$ cat config.mk
export PLATFORM = sky130hd
export DESIGN_NAME = core_sequencer
export DESIGN_NICKNAME = d
export VERILOG_FILES = /design/src/rtl/core_pkg.sv /design/src/rtl/instr_decode.sv /design/src/rtl/core_sequencer.sv
export SDC_FILE = /design/constraint.sdc
export NUM_CORES = 1
export LEC_CHECK = 0
export CELL_PAD_IN_SITES_DETAIL_PLACEMENT = 1
export CELL_PAD_IN_SITES_GLOBAL_PLACEMENT = 2
export CORE_ASPECT_RATIO = 0.9
export CORE_MARGIN = 5
export CORE_UTILIZATION = 26
export CTS_CLUSTER_DIAMETER = 50
export CTS_CLUSTER_SIZE = 16
export DETAILED_ROUTE_END_ITERATION = 8
export PLACE_DENSITY = 0.81
export SLEW_MARGIN = 20
export SYNTH_ARGS = -nofsm -noshare
export SYNTH_HDL_FRONTEND = slang
export SYNTH_SLANG_ARGS = --single-unit
$ cat constraint.sdc
create_clock -name CLK -period 2.7 [get_ports CLK]
set_input_delay 0.405 -clock CLK [delete_from_list [all_inputs] [get_ports CLK]]
set_output_delay 0.405 -clock CLK [all_outputs]
set_load 0.03 [all_outputs]
$ cat src/rtl/core_pkg.sv
// rtl/core_pkg.sv - shared state encoding, write-data codes and instruction fields for core_sequencer
package core_pkg;

    typedef enum logic [2:0] {
        S_IDLE    = 3'd0,
        S_FETCH   = 3'd1,
        S_DECODE  = 3'd2,
        S_EXEC    = 3'd3,
        S_WAIT_IN = 3'd4,
        S_WRITE   = 3'd5,
        S_HALT    = 3'd6
    } state_t;

    localparam logic [1:0] WD_ALU = 2'd0;
    localparam logic [1:0] WD_IMM = 2'd1;
    localparam logic [1:0] WD_EXT = 2'd2;

    // Control nibble IR[31:28] = {B, C, W, S}; branch offset IR[12:5]
    localparam int CTL_MSB = 31;
    localparam int CTL_LSB = 28;
    localparam int OFF_MSB = 12;
    localparam int OFF_LSB = 5;
    localparam int CTL_B   = 3;
    localparam int CTL_C   = 2;
    localparam int CTL_W   = 1;
    localparam int CTL_S   = 0;

    typedef struct packed {
        logic       b;
        logic       c;
        logic       halt;
        logic       we;
        logic       wait_in;
        logic [1:0] wd_sel;
    } decode_t;

endpackage

$ cat src/rtl/instr_decode.sv
// rtl/instr_decode.sv - combinational decode of the latched instruction's control bits
module instr_decode
    import core_pkg::*;
(
    input  logic [3:0] ctl,
    input  logic [7:0] offset,
    output decode_t    dec
);

    logic w;
    logic s;

    assign w = ctl[CTL_W];
    assign s = ctl[CTL_S];

    always_comb begin
        dec         = '0;
        dec.b       = ctl[CTL_B];
        dec.c       = ctl[CTL_C];
        dec.halt    = ctl[CTL_B] && (offset == 8'd0);
        dec.we      = w | s;
        dec.wait_in = !w && s;
        case ({w, s})
            2'b11:   dec.wd_sel = WD_ALU;
            2'b10:   dec.wd_sel = WD_IMM;
            2'b01:   dec.wd_sel = WD_EXT;
            default: dec.wd_sel = WD_ALU;
        endcase
    end

endmodule

$ cat src/rtl/core_sequencer.sv
// rtl/core_sequencer.sv - multi-cycle fetch/decode/execute sequencer with run and single-step modes
module core_sequencer
    import core_pkg::*;
#(
    parameter int PC_W  = 8,
    parameter int CNT_W = 16
) (
    input  logic             CLK,
    input  logic             RST,
    input  logic             RUN,
    input  logic             STEP,
    input  logic [31:0]      INSTR,
    input  logic             ALU_FLAG,
    input  logic             IN_VALID,
    output logic [PC_W-1:0]  PC,
    output logic [31:0]      IR,
    output logic             RF_WE,
    output logic [1:0]       WD_SEL,
    output logic             IN_READY,
    output logic             HALTED,
    output logic [CNT_W-1:0] RETIRED
);

    state_t          state;
    state_t          next_state;
    decode_t         dec;
    logic            run_mode;
    logic            taken;
    logic [PC_W-1:0] off_pc;

    instr_decode u_decode (
        .ctl    (IR[CTL_MSB:CTL_LSB]),
        .offset (IR[OFF_MSB:OFF_LSB]),
        .dec    (dec)
    );

    // Flag is sampled in WRITE, so the branch decision is made there too
    assign taken  = dec.b | (dec.c & ALU_FLAG);
    assign off_pc = PC_W'(IR[OFF_MSB:OFF_LSB]);

    always_ff @(posedge CLK) begin
        if (RST) begin
            state <= S_IDLE;
        end else begin
            state <= next_state;
        end
    end

    always_ff @(posedge CLK) begin
        if (RST) begin
            PC       <= '0;
            IR       <= '0;
            RETIRED  <= '0;
            run_mode <= 1'b0;
        end else begin
            if (state == S_IDLE && (RUN || STEP)) begin
                run_mode <= RUN;
            end
            if (state == S_DECODE) begin
                IR <= INSTR;
            end
            if (state == S_WRITE) begin
                if (!dec.halt) begin
                    PC <= taken ? PC + off_pc : PC + PC_W'(1);
                end
                if (RETIRED != '1) begin
                    RETIRED <= RETIRED + CNT_W'(1);
                end
            end
        end
    end

    always_comb begin
        next_state = state;
        case (state)
            S_IDLE:    if (RUN || STEP) next_state = S_FETCH;
            S_FETCH:   next_state = S_DECODE;
            S_DECODE:  next_state = S_EXEC;
            S_EXEC:    next_state = dec.wait_in ? S_WAIT_IN : S_WRITE;
            S_WAIT_IN: if (IN_VALID) next_state = S_WRITE;
            S_WRITE: begin
                if (dec.halt)             next_state = S_HALT;
                else if (run_mode && RUN) next_state = S_FETCH;
                else                      next_state = S_IDLE;
            end
            S_HALT:    next_state = S_HALT;
            default:   next_state = S_IDLE;
        endcase
    end

    always_comb begin
        RF_WE    = 1'b0;
        WD_SEL   = WD_ALU;
        IN_READY = 1'b0;
        HALTED   = 1'b0;
        case (state)
            S_WRITE: begin
                RF_WE  = dec.we;
                WD_SEL = dec.wd_sel;
            end
            S_WAIT_IN: IN_READY = 1'b1;
            S_HALT:    HALTED   = 1'b1;
            default: ;
        endcase
    end

endmodule
After elaboration in Yosys (flattened, before gate mapping)
Index checks and enable logic that the tools add are counted.
- output and inout port bits: 61
- logic and storage cells: 46
- bits of input ports: 38
- bits in registers: 60
- bitwise logic cells: 4
- equal/unequal tests: 11
- reductions and logical operators: 11
- muxes and demuxes: 12
- $add $sub $neg: 3
- operator list (operator ; number):
    one-hot mux 3 bit (7 select lines) ; 1
    adder 16 x 1 -> 16 bit (second input constant) ; 1
    inequality test 16 bit (second input constant) ; 1
    equality test 3 bit (second input constant) ; 3
    two-way mux 3 bit ; 3
    adder 8 x 1 -> 8 bit (second input constant) ; 1
    adder 8 bit ; 1
    logical NOT 8 bit ; 1
    two-way mux 8 bit ; 1
    equality test 3 x 2 -> 1 bit (second input constant) ; 2
    AND reduction 2 bit ; 3
    two-way mux 1 bit ; 5
    logical AND 1 bit ; 4
    one-hot mux 2 bit (2 select lines) ; 1
    equality test 3 x 1 -> 1 bit (second input constant) ; 1
    logical NOT 3 bit ; 1
    equality test 2 x 1 -> 1 bit (second input constant) ; 1
    equality test 2 bit (second input constant) ; 1
    two-way mux 2 bit ; 1
    inequality test 2 x 1 -> 1 bit (second input constant) ; 1
    inequality test 2 bit (second input constant) ; 1
    bitwise OR 1 bit ; 2
    AND 1 bit ; 1
    logical NOT 1 bit ; 1
    2 further kinds ; 2

Logic depth before layout (Yosys ltp)
- depth after elaboration: 4
- depth in mapped cells: 10
- mapped depth without buffers: 10

Cells and area by module
From an unflattened synthesis, not the netlist that was laid out.
- cell total of the unflattened synthesis: 348
- area, all modules: 2857.7 um^2
- modules (own cells, without submodules) (module ; sequential area each (um^2) ; times used ; area an instance (um^2) ; cells an instance):
    core_sequencer ; 1201.2 ; 1 ; 2787.7 ; 339
    instr_decode ; 0.0 ; 1 ; 70.1 ; 9

Least setup slack after synthesis
OpenSTA, ideal clock, no wires.
- kind: reg-to-reg
- start: register IR[30]
- end: register PC[7]
- data required time: 2577 ps
- cell stages (with the launch flop): 10
- path buffers: 0
- arrival: 2238 ps
- library setup time: 123 ps
- slack: 338 ps
- clock period less this slack: 2362 ps
- cells stage by stage: dfxtp_1 a21o_1 nand2_1 inv_1 ha_1 a211oi_2 o21ai_1 a31oi_1 mux2i_1 mux2_1
- longest elaborated chain between the ends: 3
- ends and longest elaborated chain (element ; line ; RTL):
    start, declared ; core_sequencer.sv:16 ; output logic [31:0] IR,
    start signal, assigned ; core_sequencer.sv:52 ; IR <= '0;
    start signal, assigned ; core_sequencer.sv:60 ; IR <= INSTR;
    AND 1 bit ; core_sequencer.sv:38 ; assign taken = dec.b | (dec.c & ALU_FLAG);
    bitwise OR 1 bit ; core_sequencer.sv:38 ;
    two-way mux 8 bit ; core_sequencer.sv:64 ; PC <= taken ? PC + off_pc : PC + PC_W'(1);
    end signal, assigned ; core_sequencer.sv:64 ;
    end, declared ; core_sequencer.sv:15 ; output logic [PC_W-1:0] PC,
Every way passes these cells.
A chain may end at the register's enable or synchronous reset.

Worst setup path in the final report
- start: input ALU_FLAG
- end: register PC[7]
- longest elaborated chain between the ends: 3
- ends and longest elaborated chain (element ; line ; RTL):
    start, declared ; core_sequencer.sv:13 ; input logic ALU_FLAG,
    AND 1 bit ; core_sequencer.sv:38 ;
    bitwise OR 1 bit ; core_sequencer.sv:38 ;
    two-way mux 8 bit ; core_sequencer.sv:64 ;
Every way passes these cells.

==> impl_metrics.prom <==
# TYPE chip_impl_metric gauge
chip_impl_metric{name="power_frac_clock",unit=""} 0.458
chip_impl_info{name="critPathSlowestCell",value="sky130_fd_sc_hd__clkdlybuf4s50_1"} 1
chip_impl_metric{name="vdd_ir_drop_max",unit="uV"} 420
chip_impl_metric{name="finalWeightedCongestion",unit=""} 0.796
chip_impl_metric{name="share_of_the_clock_period_used_by_the_worst_path_after_layout",unit=""} 0.931
chip_impl_info{name="setup_repair_after_global_routing_missed_its_margin",value="false"} 1
chip_impl_metric{name="seqPwrFrac",unit=""} 0.395
chip_impl_metric{name="area_delta_synth_final",unit="%"} 50.9
chip_impl_metric{name="leakagePower",unit="nW"} 1.63
chip_impl_metric{name="netlist_area",unit="um^2"} 2920
chip_impl_metric{name="grt_util_all_layers",unit=""} 0.140
chip_impl_info{name="endpoint_kind",value="flip-flop"} 1
chip_impl_metric{name="ff2ff_setup_slack",unit="ps"} 320
chip_impl_metric{name="timing.critical_path.required",unit="ps"} 2910
chip_impl_metric{name="grt_antenna_before_repair",unit=""} 0
chip_impl_metric{name="layout_cells_sized_above_1",unit=""} 0.105
chip_impl_info{name="result_of_the_run",value="finished clean"} 1
chip_impl_metric{name="routed_wire_length_per_instance",unit="um"} 14.9
chip_impl_metric{name="path_depth",unit=""} 10
chip_impl_metric{name="num_rows",unit=""} 36
chip_impl_metric{name="grt_start_max_net_pins",unit=""} 45
chip_impl_metric{name="fin_worst_skew",unit="ps"} 3.70
chip_impl_metric{name="max-slew-margin-rel",unit=""} 0.420
chip_impl_metric{name="ys_seq_area_frac",unit=""} 0.412
chip_impl_metric{name="cts.path.max_buffers",unit=""} 2
chip_impl_metric{name="max_freq",unit="MHz"} 398
chip_impl_metric{name="worstPathBufferInverterCount",unit=""} 2
chip_impl_metric{name="synth.lib_cells_used.distinct",unit=""} 53
chip_impl_metric{name="place_area",unit="um^2"} 4110
chip_impl_metric{name="syn-mean-instance-area",unit="um^2"} 8.35
chip_impl_metric{name="pin_count",unit=""} 99
chip_impl_metric{name="synthCells",unit=""} 349
chip_impl_metric{name="post_route_antenna_net_violation_count",unit=""} 0
chip_impl_metric{name="floorplan.core_area",unit="um^2"} 10900
chip_impl_metric{name="clk_pin_slew_worst_paths",unit="ps"} 50
chip_impl_metric{name="remaining_drc_errors",unit=""} 0
chip_impl_info{name="path_class",value="input pin to flip-flop"} 1
chip_impl_metric{name="power.switching",unit="W"} 0.000626
chip_impl_metric{name="post-route-util",unit=""} 0.404
chip_impl_info{name="worstHoldPathType",value="flip-flop to flip-flop"} 1
chip_impl_metric{name="timing.critical_path.slowest_cell_delay",unit="ps"} 390
chip_impl_info{name="synth-main-ff-cell",value="sky130_fd_sc_hd__dfxtp_1"} 1
chip_impl_metric{name="power_density",unit="nW/um^2"} 556
chip_impl_metric{name="htree_num_levels",unit=""} 3
chip_impl_metric{name="fin_nets",unit=""} 502
chip_impl_info{name="critPathTopFamily",value="compound AO/OA/AOI/OAI gates"} 1
chip_impl_info{name="crit_path_cell_trace",value="clkdlybuf4s50_1 -> a21o_1 -> nand2_1 -> inv_1 -> ha_1 -> a211oi_2 -> o21ai_1 -> a31oi_1 -> mux2i_1 -> mux2_1"} 1
chip_impl_metric{name="port-buffer-count",unit=""} 98
chip_impl_metric{name="initial_core_util",unit=""} 0.267
chip_impl_info{name="rr_startpoint",value="IR[31]$_SDFFE_PP0N_"} 1
chip_impl_metric{name="timing_max_transition_violations_final",unit=""} 0
chip_impl_metric{name="drtIter0Drc",unit=""} 90
chip_impl_metric{name="firstDrtPassIters",unit=""} 4
chip_impl_info{name="tritoncts",value="yes"} 1
chip_impl_metric{name="tritoncts.num_buffers",unit=""} 9
chip_impl_metric{name="worst-slew-pin-transition",unit="ps"} 870
chip_impl_metric{name="die_area",unit="um^2"} 13400
chip_impl_metric{name="worst_r2r_path_depth",unit=""} 9
chip_impl_metric{name="globalRouteOverflowTotal",unit=""} 0
chip_impl_metric{name="dpl.hpwl",unit="mm"} 6.83
chip_impl_metric{name="detailroute.via_count",unit=""} 2879
chip_impl_metric{name="synth_warnings",unit=""} 0
chip_impl_metric{name="synth.net_count",unit=""} 396
chip_impl_metric{name="dieHeight",unit="um"} 110
chip_impl_metric{name="die_width",unit="um"} 122
chip_impl_metric{name="antenna_cells_inserted",unit=""} 0
chip_impl_metric{name="final_area",unit="um^2"} 4400
chip_impl_metric{name="power_report.internal_total",unit="W"} 0.00182
chip_impl_info{name="ctsRootBufferMaster",value="sky130_fd_sc_hd__clkbuf_16"} 1
chip_impl_metric{name="cp_data_arrival_time",unit="ps"} 2720
chip_impl_metric{name="synth_enable_flop_cells",unit=""} 0
chip_impl_metric{name="grt_pass1_vias",unit=""} 3033
chip_impl_metric{name="asyncSetResetFlopFracSynth",unit=""} 0
chip_impl_info{name="worstSetupStartpointType",value="input pin"} 1
chip_impl_metric{name="viasPerCell",unit=""} 4.71
chip_impl_info{name="hold_path_end",value="IR[26]$_SDFFE_PP0N_"} 1
chip_impl_metric{name="cts_hold_buf",unit=""} 0
chip_impl_metric{name="max_cap_viol_count",unit=""} 0
chip_impl_metric{name="grt_first_pass_wirelength",unit="mm"} 15.1
chip_impl_metric{name="worst-path-max-fanout",unit=""} 4
chip_impl_metric{name="swShare",unit=""} 0.256
chip_impl_metric{name="clock_latency",unit="ps"} 320
chip_impl_metric{name="cts_sinks",unit=""} 60
chip_impl_metric{name="power.combinational.fraction",unit=""} 0.147
chip_impl_metric{name="detail_route.wirelength",unit="mm"} 9.12
chip_impl_metric{name="final-setup-viol-count",unit=""} 0
chip_impl_info{name="hold_path.startpoint",value="IR[26]$_SDFFE_PP0N_"} 1
chip_impl_info{name="reg2reg_to",value="PC[7]$_SDFFE_PP0P_"} 1
chip_impl_metric{name="synth_seq_cells",unit=""} 60
chip_impl_metric{name="worst_hold_path_stage_count",unit=""} 2
chip_impl_metric{name="finalCriticalPeriod",unit="ps"} 2510
chip_impl_metric{name="timing.final.hold_violations",unit=""} 0
-- worst max-delay path by stage --
stage / slack [ps] / endpoint / start
floorplan: 340 / PC[7]$_SDFFE_PP0P_ / IR[30]$_SDFFE_PP0N_
global placement: -60 / PC[7]$_SDFFE_PP0P_ / ALU_FLAG
detailed placement: -140 / PC[7]$_SDFFE_PP0P_ / ALU_FLAG
CTS: 130 / WD_SEL[0] / state[1]$_SDFFE_PP0P_
global route: 50 / PC[7]$_SDFFE_PP0P_ / ALU_FLAG
finish: 190 / PC[7]$_SDFFE_PP0P_ / ALU_FLAG
-- cells in the mapped netlist (4+ instances only) --
| cell | instances | area (um^2) |
|---|---|---|
| sky130_fd_sc_hd__nand3_1 | 5 | 25.0 |
| sky130_fd_sc_hd__o21ai_1 | 5 | 25.0 |
| sky130_fd_sc_hd__xnor2_1 | 7 | 61.3 |
| sky130_fd_sc_hd__nand3b_1 | 4 | 30.0 |
| sky130_fd_sc_hd__nand2b_1 | 5 | 31.3 |
| sky130_fd_sc_hd__nor3_1 | 9 | 45.0 |
| sky130_fd_sc_hd__a21oi_1 | 43 | 215 |
| sky130_fd_sc_hd__a31oi_1 | 4 | 25.0 |
| sky130_fd_sc_hd__nand2_1 | 78 | 293 |
| sky130_fd_sc_hd__nor2_1 | 30 | 113 |
| sky130_fd_sc_hd__buf_2 | 6 | 30.0 |
| sky130_fd_sc_hd__ha_1 | 8 | 100 |
| sky130_fd_sc_hd__and2_1 | 6 | 37.5 |
| sky130_fd_sc_hd__clkbuf_1 | 8 | 30.0 |
| sky130_fd_sc_hd__inv_1 | 6 | 22.5 |
| sky130_fd_sc_hd__dfxtp_1 | 60 | 1200 |
| sky130_fd_sc_hd__xor2_1 | 7 | 61.3 |
-- cells in the final DEF, fill, tap and decap left out, drive strengths merged, types with 4 or more instances in the layout --
cell and instances:
nor2 31, nor4 5, ha 8, o21ai 8
xnor2 7, clkbuf 13, and2 6, nand3 7
nand3b 5, nand4 5, nand2 80, nor3 11
inv 6, clkdlybuf4s50 96, nand2b 5, dfxtp 60
buf 16, a21oi 43, xor2 7, a31oi 4
-- final cells by class --
type,instances,area (um^2)
tap,152,190
multi-input combinational,265,1600
clock inverter,2,35.0
sequential,60,1200
timing repair buffer,113,1100
clock buffer,13,250
inverter,6,22.5
fill,1281,6500
-- flip-flops by register name, summed over array words and instances, names as in the netlist --
name,cells
IR,32
RETIRED,16
PC,8
state,3
run_mode,1
-- power by group through the flow --
| stage | clock (W) | sequential, W | combinational (W) |
|---|---|---|---|
| 5_1_grt | 0.00121 | 0.000973 | 0.000393 |
| 3_5_place_dp | 0 | 0.000986 | 0.000365 |
| 2_1_floorplan | 0 | 0.00103 | 0.000148 |
| 3_3_place_gp | 0 | 0.000985 | 0.000360 |
| 4_1_cts | 0.00115 | 0.000968 | 0.000368 |
| 6_report | 0.00112 | 0.000967 | 0.000359 |
-- metrics by stage --
stage | TNS [ps] | cells | hold slack [ps] | worst slack, ps | total power, W
after floorplan | 0 | 349 | 465 | 338 | 0.00118
after global placement | -63.7 | 596 | 441 | -63.7 | 0.00135
after detailed placement | -138 | 596 | 449 | -138 | 0.00135
after CTS | 0 | 611 | 453 | 129 | 0.00249
after global routing | 0 | 611 | 475 | 54.4 | 0.00257
final | 0 | 611 | 451 | 187 | 0.00245
-- cells by family after synthesis --
group	share of synthesized area
and+or+nand+nor	0.304
xor gates and xnor gates	0.0421
adders and majority gates	0.0412
buffers and inverters	0.0399
muxes	0.0107
AOI/OAI and AO/OA	0.150
DFF	0.412
-- worst register-to-register path: stages, from the launching register on --
cell,delay (ps)
sky130_fd_sc_hd__dfxtp_1,350
sky130_fd_sc_hd__a21o_1,230
sky130_fd_sc_hd__nand2_1,100
sky130_fd_sc_hd__inv_1,50
sky130_fd_sc_hd__ha_1,300
sky130_fd_sc_hd__a211oi_2,330
sky130_fd_sc_hd__o21ai_1,130
sky130_fd_sc_hd__a31oi_1,210
sky130_fd_sc_hd__mux2i_1,220
sky130_fd_sc_hd__mux2_1,340
-- metal layers --
| layer | share of wire | global-route usage | up-vias |
|---|---|---|---|
| met2 | 0.45 | 0.225 | 78 |
| met1 | 0.43 | 0.156 | 1375 |
| met4 | 0.013 | 0.0403 | 0 |
| met3 | 0.11 | 0.0838 | 13 |
| met5 | 0 | 0 | - |
| li1 | - | - | 1413 |
-- repair_timing --
item	4_1_cts	5_1_grt
buffers inserted	0	0
endpoints found under the setup margin	0	1
resized for setup	0	1
No activity file was read; power rests on OpenSTA's default activity.
